$ cat src/rtl/parity_frame_pkg.sv
// Purpose : shared definitions for the XOR-parity serial frame transmitter and receiver.
// Latency : n/a (types and constants only).
// Backpressure: n/a.
//
// Frame format, LSB-first: start(0), DATA_W data bits, parity bit, stop(1).
package parity_frame_pkg;

    typedef enum logic [1:0] {
        IDLE   = 2'd0,
        DATA   = 2'd1,
        PARITY = 2'd2,
        STOP   = 2'd3
    } state_e;

    localparam logic FRAME_START = 1'b0;
    localparam logic FRAME_STOP  = 1'b1;

    // Parity-mode selectors
    localparam logic EVEN = 1'b0;
    localparam logic ODD  = 1'b1;

endpackage

$ cat src/rtl/parity_acc.sv
// Purpose : running XOR of a serial bit stream, with clear and enable.
// Latency : 1 clk from an enabled bit to its effect on o_acc.
// Backpressure: none; folds in one bit on every cycle i_en=1.
//
// Ports:
//   i_clk   clock, rising edge
//   i_reset synchronous active-high reset, clears the accumulator
//   i_clr   synchronous clear (takes priority over i_en)
//   i_en    fold i_bit into the accumulator this cycle
//   i_bit   serial bit
//   o_acc   current XOR of all bits folded in since the last clear
module parity_acc (
    input  logic i_clk,
    input  logic i_reset,
    input  logic i_clr,
    input  logic i_en,
    input  logic i_bit,
    output logic o_acc
);

    logic r_acc;

    always_ff @(posedge i_clk) begin
        if (i_reset) begin
            r_acc <= 1'b0;
        end else if (i_clr) begin
            r_acc <= 1'b0;
        end else if (i_en) begin
            r_acc <= r_acc ^ i_bit;
        end
    end

    assign o_acc = r_acc;

endmodule

$ cat src/rtl/parity_frame_rx.sv
// Purpose : deserializes one XOR-parity frame and presents the word on valid/ready.
// Latency : o_out_valid rises 1 clk after the edge that samples the stop bit.
// Backpressure: one-word holding register; a word finishing while it is still full is dropped and flagged by o_overrun.
//
// Optional feature: define PARITY_FRAME_RX_ERR_CNT_EN to add the saturating o_err_cnt output.
//
// Ports:
//   i_clk         clock, rising edge
//   i_reset       synchronous active-high reset (discards any partial frame)
//   i_rx_bit      serial line value, sampled only when i_bit_en=1
//   i_bit_en      one-cycle strobe from the line sampler
//   o_out_data    received word (holds its last value after acceptance)
//   o_out_valid   o_out_data/o_parity_err valid; held until accepted
//   i_out_ready   consumer accepts when o_out_valid & i_out_ready
//   o_parity_err  word was received with a parity mismatch
//   o_frame_err   one-cycle pulse: stop bit sampled as 0
//   o_overrun     one-cycle pulse: good frame dropped because the previous word was unaccepted
//   o_err_cnt     (optional) saturating count of parity/frame/overrun events
module parity_frame_rx
    import parity_frame_pkg::*;
#(
    parameter int DATA_W     = 8,
    parameter int ODD_PARITY = 0
) (
    input  logic              i_clk,
    input  logic              i_reset,
    input  logic              i_rx_bit,
    input  logic              i_bit_en,
    output logic [DATA_W-1:0] o_out_data,
    output logic              o_out_valid,
    input  logic              i_out_ready,
    output logic              o_parity_err,
    output logic              o_frame_err,
    output logic              o_overrun
`ifdef PARITY_FRAME_RX_ERR_CNT_EN
    ,
    output logic [7:0]        o_err_cnt
`endif
);

    localparam int   CNT_W    = (DATA_W > 1) ? $clog2(DATA_W) : 1;
    localparam logic P_MODE   = (ODD_PARITY != 0) ? ODD : EVEN;
    localparam logic [CNT_W-1:0] LAST_BIT = CNT_W'(DATA_W - 1);

    state_e            r_state;
    logic [CNT_W-1:0]  r_cnt;
    logic [DATA_W-1:0] r_shift;
    logic              r_perr;
    logic [DATA_W-1:0] r_out_data;
    logic              r_out_valid;
    logic              r_parity_err;
    logic              r_frame_err;
    logic              r_overrun;

    logic w_acc;
    logic w_accept;
    logic w_start;
    logic w_data_smp;
    logic w_stop_smp;
    logic w_good;
    logic w_load;
    logic w_ovr_evt;
    logic w_ferr_evt;

    assign w_accept   = r_out_valid & i_out_ready;
    assign w_start    = i_bit_en & (r_state == IDLE) & (i_rx_bit == FRAME_START);
    assign w_data_smp = i_bit_en & (r_state == DATA);
    assign w_stop_smp = i_bit_en & (r_state == STOP);
    assign w_good     = w_stop_smp & (i_rx_bit == FRAME_STOP);
    assign w_ferr_evt = w_stop_smp & (i_rx_bit != FRAME_STOP);
    // A slot frees up in the same cycle the consumer takes the old word.
    assign w_load     = w_good & (~r_out_valid | w_accept);
    assign w_ovr_evt  = w_good & r_out_valid & ~i_out_ready;

    parity_acc u_acc (
        .i_clk   (i_clk),
        .i_reset (i_reset),
        .i_clr   (w_start),
        .i_en    (w_data_smp),
        .i_bit   (i_rx_bit),
        .o_acc   (w_acc)
    );

    always_ff @(posedge i_clk) begin
        if (i_reset) begin
            r_state      <= IDLE;
            r_cnt        <= '0;
            r_shift      <= '0;
            r_perr       <= 1'b0;
            r_out_data   <= '0;
            r_out_valid  <= 1'b0;
            r_parity_err <= 1'b0;
            r_frame_err  <= 1'b0;
            r_overrun    <= 1'b0;
        end else begin
            r_frame_err <= w_ferr_evt;
            r_overrun   <= w_ovr_evt;

            if (w_load) begin
                r_out_data   <= r_shift;
                r_parity_err <= r_perr;
                r_out_valid  <= 1'b1;
            end else if (w_accept) begin
                r_out_valid  <= 1'b0;
                r_parity_err <= 1'b0;
            end

            if (i_bit_en) begin
                case (r_state)
                    IDLE: begin
                        if (i_rx_bit == FRAME_START) begin
                            r_state <= DATA;
                            r_cnt   <= '0;
                        end
                    end
                    DATA: begin
                        r_shift[r_cnt] <= i_rx_bit;
                        if (r_cnt == LAST_BIT) begin
                            r_cnt   <= '0;
                            r_state <= PARITY;
                        end else begin
                            r_cnt <= r_cnt + CNT_W'(1);
                        end
                    end
                    PARITY: begin
                        r_perr  <= w_acc ^ i_rx_bit ^ P_MODE;
                        r_state <= STOP;
                    end
                    // A 0 stop bit returns to IDLE without being taken as a start bit.
                    STOP: r_state <= IDLE;
                    default: r_state <= IDLE;
                endcase
            end
        end
    end

    assign o_out_data   = r_out_data;
    assign o_out_valid  = r_out_valid;
    assign o_parity_err = r_parity_err;
    assign o_frame_err  = r_frame_err;
    assign o_overrun    = r_overrun;

`ifdef PARITY_FRAME_RX_ERR_CNT_EN
    logic [7:0] r_err_cnt;
    logic       w_err_evt;

    // Events are mutually exclusive within a cycle, so +1 is enough.
    assign w_err_evt = (w_load & r_perr) | w_ferr_evt | w_ovr_evt;

    always_ff @(posedge i_clk) begin
        if (i_reset) begin
            r_err_cnt <= 8'h00;
        end else if (w_err_evt && (r_err_cnt != 8'hFF)) begin
            r_err_cnt <= r_err_cnt + 8'h01;
        end
    end

    assign o_err_cnt = r_err_cnt;
`endif

endmodule

$ cat config.mk
export PLATFORM = sky130hd
export DESIGN_NAME = parity_frame_rx
export DESIGN_NICKNAME = d
export VERILOG_FILES = /design/src/rtl/parity_frame_pkg.sv /design/src/rtl/parity_acc.sv /design/src/rtl/parity_frame_rx.sv
export SDC_FILE = /design/constraint.sdc
export NUM_CORES = 1
export LEC_CHECK = 0
export CELL_PAD_IN_SITES_DETAIL_PLACEMENT = 1
export CELL_PAD_IN_SITES_GLOBAL_PLACEMENT = 1
export CORE_AREA = 2 2 59 61
export CTS_CLUSTER_DIAMETER = 200
export CTS_CLUSTER_SIZE = 25
export DETAILED_ROUTE_END_ITERATION = 12
export DIE_AREA = 0 0 61 63
export PLACE_DENSITY = 0.73
export REMOVE_ABC_BUFFERS = 1
export SETUP_SLACK_MARGIN = 0.05
export SLEW_MARGIN = 20
export SYNTH_ARGS = -nofsm -noshare
export SYNTH_HDL_FRONTEND = slang
export SYNTH_SLANG_ARGS = --single-unit
$ cat constraint.sdc
create_clock -name i_clk -period 2.4 [get_ports i_clk]
set_input_delay 0.36 -clock i_clk [delete_from_list [all_inputs] [get_ports i_clk]]
set_output_delay 0.36 -clock i_clk [all_outputs]
set_load 0.03 [all_outputs]
==> summary.md, run 1 <==
| Metric | Value |
|---|---|
| Clock root cell | clkbuf_4 |
| Design area | roughly 1500 um2 |
| Post-synthesis mux area share | around 8.5% |
| Tot GR Track Use | 16.3% |
| Final worst path period need | ~1.8 ns |
| # hold bufs at CTS | 0 |
| DIE HEIGHT | ~63 um |
| Final setup violation count | 0 |
| Synth area leader | dfxtp_1 |
| CTS max path bufs | 2 |
| DIE WIDTH | between 60 and 70 um |
| Detailed Routing Iterations Pass 1 | 4 |
| Row Count | 21 |
| Synth Area in Adders | ~5.7% |
| Die ar. | slightly below 4000 um2 |
| GP Congestion | slightly below 0.7 |
| Leading cell types in the layout, fill and taps excluded | dfxtp_1 (27), nand2b_1 (16), clkdlybuf4s50_1 (16), o21ai_0 (15), nor2b_1 (11) |
| Post-Synth Simple-Gate Area | between 20 and 30% |
| CP startpoint kind | register |
| CTS Buf Count | 3 |
| Largest family of logic cells by synthesized area | simple AND/OR/NAND/NOR gates |
| Maximum clock rate | ~560 MHz |
| CTS tree | done |
| DP Cell Count | approximately 190 |
| Pwr Density | 479 nW/um2 |
| Final worst slack | about 0.6 ns |
| Post-CTS sizing | 0 |
| Compound-Gate Fraction of Synth Area | between 10% and 20% |
| Slowest cell on crit path | clkdlybuf4s50_1 |
| Setup_tns | 0 ns |
| Max_slew headroom | about three fifths |
| Crit-path max FO | 4 |
| Via density per instance | between 5 and 6 |
| Worst-path clk slew | approximately 0.14 ns |
| Crit share post-route | roughly 74% |
| First-pass GRT wire length | around 4700 um |
| Main flop type after synthesis | dfxtp_1 |
| Total congestion overflow | 0 |
| Worst-Margin Slew | between 0.5 and 0.6 ns |
| Yosys reg bits | 27 |
| IO Pins | 17 |
| Final nets | between 150 and 200 |
| Status | complete, no violations |
| WL final | between 2000 and 3000 um |
| Number of global-route vias before repair | between 1000 and 1500 |
| Setup WS pre-CTS | between 0.4 and 0.5 ns |
| DRT iter0 DRCs | 19 |
| Cell area after placement | 1520 um2 |
| Top delay family on crit path | buffers and inverters |
| Yosys warns | 0 |
| Distinct cell type count after synthesis | 36 |
| LEAKAGE | about 0.53 nW |
| Filler cells | 382 |
| Final hold viol count | 0 |
| Buf+Inv Stages, Crit Path | 1 |
| Crit path cell chain | clkdlybuf4s50_1 |
| Ant diodes | 0 |
| Synthesized cell area | roughly 1300 um2 |
| Postcts setup bufs | 0 |
| Top cells by area, synth | dfxtp_1 (41%), mux2i_1 (7.6%), nand2b_1 (7.6%), ha_1 (5.7%), o21ai_0 (5.7%) |
| Critical path arrival | between 1 and 1.5 ns |
| Worst setup path class | register to output port |
| Share of the synthesized area in the top cell type | between 40% and 50% |
| CTS Sinks | 27 |
| Clk_skew | between 0.003 and 0.004 ns |
| CTS H-tree depth | 1 |
| Final cell count without fillers | between 150 and 200 |
| Post-synth EDFFs | 0 |
| CP Data Required Time | slightly above 2 ns |
| Core area | between 3000 and 4000 um2 |
| Syn avg cell area | 9.56 um2 |
| XOR/XNOR Fraction of Synth Area | less than 1% |
| Fin. max-slew vios | 0 |
| Fin util | a little under half |
| Max VDD drop | 210 uV |
| Largest net degree at the start of global routing | 17 |
| Unrepaired setup endpoints after global routing | false |
| Initial cell density of the core | about two fifths |
| Ys async rst share | 0% |
| Vias | around 1000 |
| Post-Synthesis Cells | 137 |
| Sequential cell area fraction in the yosys report | 41.3% |
| HP Class | register to register |
| Antenna viol nets, final | 0 |
| DRC errors left | 0 |
| Latest clock arrival within the worst-skew pair | 0.33 ns |
| Fraction of layout instances using a drive strength above 1 | a little over a tenth |
| P&R area growth vs syn | 17.9% |
| Max cap viols | 0 |
| Largest stage delay on the critical path | roughly 0.69 ns |
| DP Wirelength | between 2000 and 2500 um |
| WL/cell | 13.8 um |
| # port buffers | 16 |
| Most common cell after layout, fill and taps aside | dfxtp_1 |
| Initial antenna violation count | 0 |
| CP Capture Type | output port |
[area by class of cell]
| cell class | count | area (um2) | area share (%) |
|---|---|---|---|
| Clock buffer | 4 | 26.3 | 1.70 |
| Inverter | 2 | 7.51 | 0.486 |
| Multi-Input combinational cell | 99 | 722 | 46.8 |
| Sequential cell | 27 | 541 | 35.0 |
| Tap cell | 46 | 57.6 | 3.73 |
| Timing Repair Buffer | 20 | 190 | 12.3 |
[worst paths after layout]
| check | startpoint | to | slack, ns | cells past startpoint |
|---|---|---|---|---|
| worst min register to register | r_shift[1] | o_out_data[1] | 0.49 | 2 |
| worst max-delay path | o_out_valid | o_out_valid | 0.61 | 1 |
| worst max register to register | r_cnt[1] | r_cnt[1] | 0.77 | 5 |
| worst min-delay path | r_shift[1] | o_out_data[1] | 0.49 | 2 |
[cells by family after synthesis]
kind of cell,Yosys count
muxes,11
and+or+nand+nor,53
AOI/OAI and AO/OA,28
xor gates and xnor gates,1
buffers and inverters,11
DFF,27
adders and majority gates,6
[cells in the mapped netlist, types with 2 or more instances]
master     n
nand4_1    2
ha_1       6
inv_1      2
a21oi_1    2
buf_2      2
nand3_1    2
o21ai_0   15
clkbuf_1   6
mux2i_1   10
a31oi_1    3
dfxtp_1   27
nand3b_1   3
nand2_1    3
nor3_1     3
nor2b_1   11
nand2b_1  16
o21ai_1    3
nor4b_2    2
nor3b_2    2
[per-layer routing]
metal	share of wire (%)	global-route usage, %	routed length, um	up-vias
met3	2.2	2.48	61	3
met1	47	20.8	1280	478
met2	50	26.2	1360	11
met4	1.3	7.34	35	0
li1	-	-	-	510
met5	0	0	0	-
[metrics by stage]
stage	hold slack [ns]	power, mW
after floorplan	0.429	0.520
after global placement	0.471	0.551
after detailed placement	0.479	0.556
after CTS	0.499	0.755
after global routing	0.523	0.781
final	0.490	0.740
[sequential cells by signal, indices dropped and copies added (netlist names)]
| register | count |
|---|---|
| r_perr | 1 |
| o_parity_err | 1 |
| o_overrun | 1 |
| o_frame_err | 1 |
| r_shift | 8 |
| r_cnt | 3 |
| o_out_valid | 1 |
| o_out_data | 8 |
| u_acc.o_acc | 1 |
| r_state | 2 |
[power by group]
group	switching [mW]	internal, mW	total, mW
clock network	0.130	0.0653	0.195
registers	0.00711	0.455	0.462
logic	0.0463	0.0369	0.0832
total	0.183	0.557	0.740
(Power assumes the default switching activity.)
==> run 2, diff against run 1 <==
--- a/config.mk
+++ b/config.mk
@@ -7,12 +7,12 @@
 export LEC_CHECK = 0
 export CELL_PAD_IN_SITES_DETAIL_PLACEMENT = 1
 export CELL_PAD_IN_SITES_GLOBAL_PLACEMENT = 1
-export CORE_AREA = 2 2 59 61
+export CORE_AREA = 2 2 60 62
 export CTS_CLUSTER_DIAMETER = 200
 export CTS_CLUSTER_SIZE = 25
 export DETAILED_ROUTE_END_ITERATION = 12
-export DIE_AREA = 0 0 61 63
-export PLACE_DENSITY = 0.73
+export DIE_AREA = 0 0 62 64
+export PLACE_DENSITY = 0.71
 export REMOVE_ABC_BUFFERS = 1
 export SETUP_SLACK_MARGIN = 0.05
 export SLEW_MARGIN = 20
==> constraint.sdc (replaced) <==
create_clock -name i_clk -period 1.8 [get_ports i_clk]
set_input_delay 0.27 -clock i_clk [delete_from_list [all_inputs] [get_ports i_clk]]
set_output_delay 0.27 -clock i_clk [all_outputs]
set_load 0.03 [all_outputs]
==> summary.md, run 2 (synthesized netlist as in run 1, its figures left out) <==
| Metric | Value |
|---|---|
| Status | complete, no violations |
| Ant diodes | 0 (unchanged) |
| Critical path arrival | 1.38 ns (-0.05 ns) |
| Core area | 3280 um2 (+1.6%) |
| WL final | 2740 um (+0.15%) |
| Seq pwr share | 60.6% (-1.8 points) |
| Post-CTS sizing | 0 (unchanged) |
| Tot GR Track Use | 15.6% (-0.68 points) |
| Postcts setup bufs | 0 (unchanged) |
| DRT iter0 DRCs | 14 (-5) |
| P&R area growth vs syn | 21.6% |
| Initial antenna violation count | 0 (unchanged) |
| Max_slew headroom | 64.8% (+3.9 points) |
| Final worst path period need | 1.65 ns |
| Slowest cell on crit path | clkdlybuf4s50_1 |
| Final nets | 168 (+2.4%) |
| Setup WS pre-CTS | 0.0571 ns (-0.388 ns) |
| Final setup violation count | 0 (unchanged) |
| Crit share post-route | about nine tenths |
| # port buffers | 16 (unchanged) |
| Crit path cell chain | clkdlybuf4s50_1 |
| Switching Fraction | 26.1% (+1.3 points) |
| Fin util | 48.5% (+0.72 points) |
| CTS tree | done |
| Total congestion overflow | 0 (unchanged) |
| CP Capture Type | output port |
| Worst-path clk slew | 0.16 ns (+0.02 ns) |
| Max cap viols | 0 (unchanged) |
| Total power | 1.01 mW (+37%) |
| Final hold slack | 0.485 ns (-0.00459 ns) |
| Crit-path max FO | 2 (-2) |
| CTS max path bufs | 2 (unchanged) |
| Worst setup path class | register to output port |
| LEAKAGE | 0.571 nW (+8.3%) |
| Pwr Density | 635 nW/um2 (+33%) |
| Combinational power share | 11.9% (+0.7 points) |
| Pint | 748 uW (+34%) |
| Via density per instance | 5.03 (-0.61%) |
| Max VDD drop | 250 uV (+19%) |
| Final cell count without fillers | 202 (+2.0%) |
| Unrepaired setup endpoints after global routing | false |
| Design area | 1590 um2 (+3.2%) |
| Number of global-route vias before repair | 1061 (+5.8%) |
| DP Cell Count | 198 (+2.1%) |
| CTS Sinks | 27 (unchanged) |
| DIE HEIGHT | 64 um (+1.6%) |
| DRC errors left | 0 (unchanged) |
| CTS H-tree depth | 1 (unchanged) |
| CTS Buf Count | 3 (unchanged) |
| Die ar. | 3970 um2 (+3.3%) |
| WL/cell | 13.6 um (-1.8%) |
| Leading cell types in the layout, fill and taps excluded | dfxtp_1 (27), nand2b_1 (16), o21ai_0 (15), clkdlybuf4s50_1 (15), nor2b_1 (11) |
| Detailed Routing Iterations Pass 1 | 4 (unchanged) |
| DP Wirelength | 2020 um (-1.1%) |
| Initial cell density of the core | 39.9% (-0.65 points) |
| Setup_tns | 0 ns (unchanged) |
| CP startpoint kind | register |
| Vias | 1016 (+1.4%) |
| Top delay family on crit path | buffers and inverters |
| HP Class | register to register |
| Clk_skew | 0.00974 ns (+0.00669 ns) |
| # hold bufs at CTS | 0 (unchanged) |
| Fraction of layout instances using a drive strength above 1 | 13.5% (+2.9 points) |
| Maximum clock rate | just over 600 MHz |
| GP Congestion | 0.746 (+9.3%) |
| Most common cell after layout, fill and taps aside | dfxtp_1 |
| Row Count | 21 (unchanged) |
| Buf+Inv Stages, Crit Path | 1 (unchanged) |
| Psw | 264 uW (+44%) |
| Fin. max-slew vios | 0 (unchanged) |
| Clock root cell | clkbuf_4 |
| Largest net degree at the start of global routing | 34 (+17) |
| CP Data Required Time | 1.53 ns (-0.51 ns) |
| DIE WIDTH | 62 um (+1.6%) |
| Cell area after placement | 1560 um2 (+2.8%) |
| First-pass GRT wire length | 4710 um (unchanged) |
| Latest clock arrival within the worst-skew pair | 0.34 ns (about the same) |
| Largest stage delay on the critical path | 0.68 ns (about the same) |
| Final worst slack | 0.150 ns (-0.464 ns) |
| IO Pins | 17 (unchanged) |
| Clock Power Share | 27.5% (+1.1 points) |
| Worst-Margin Slew | 0.527 ns (-0.0579 ns) |
| Final hold viol count | 0 (unchanged) |
| Antenna viol nets, final | 0 (unchanged) |
==> run 2: final cells by class <==
class / count / area, um2
clock buffers: 3 / 22.5
clock inverters: 1 / 7.51
fillers: 386 / 1690
inverters: 2 / 7.51
multi-input cells: 99 / 722
flip-flops and latches: 27 / 541
well taps: 46 / 57.6
repair buffers: 24 / 235
==> run 2: path summary, 6_finish.rpt <==
kind,from,end,slack (ns),cells past startpoint
worst max-delay path,o_out_data[5],o_out_data[5],0.15,1
worst min-delay path,r_shift[7],o_out_data[7],0.49,2
worst max register to register,r_state[0],r_cnt[0],0.27,5
worst min register to register,r_shift[7],o_out_data[7],0.49,2
==> run 2: layer usage <==
layer	share of wire (%)	GRT usage (%)	up-vias
met5	0	0	-
met4	1.5	6.38	0
met3	2.1	2.43	4
met2	51	26.0	13
met1	45	19.3	481
li1	-	-	518
==> run 2: worst min-delay path: stages, from the launching register on <==
cell and delay (ns):
dfxtp_1 0.33, nand2b_1 0.08, o21ai_1 0.06
==> run 2: power groups by stage <==
stage | Sequential (mW) | Clock [mW] | Combinational [mW]
6_report | 0.614 | 0.278 | 0.120
5_1_grt | 0.615 | 0.319 | 0.135
4_1_cts | 0.614 | 0.298 | 0.123
3_5_place_dp | 0.627 | 0 | 0.122
3_3_place_gp | 0.626 | 0 | 0.117
2_1_floorplan | 0.627 | 0 | 0.0662
==> run 3, diff against run 2 <==
--- a/config.mk
+++ b/config.mk
@@ -5,6 +5,7 @@
 export SDC_FILE = /design/constraint.sdc
 export NUM_CORES = 1
 export LEC_CHECK = 0
+export CAP_MARGIN = 25
 export CELL_PAD_IN_SITES_DETAIL_PLACEMENT = 1
 export CELL_PAD_IN_SITES_GLOBAL_PLACEMENT = 1
 export CORE_AREA = 2 2 60 62
==> results of run 3 <==
No change in the layout: final DEF, timing and power equal those of run 2.
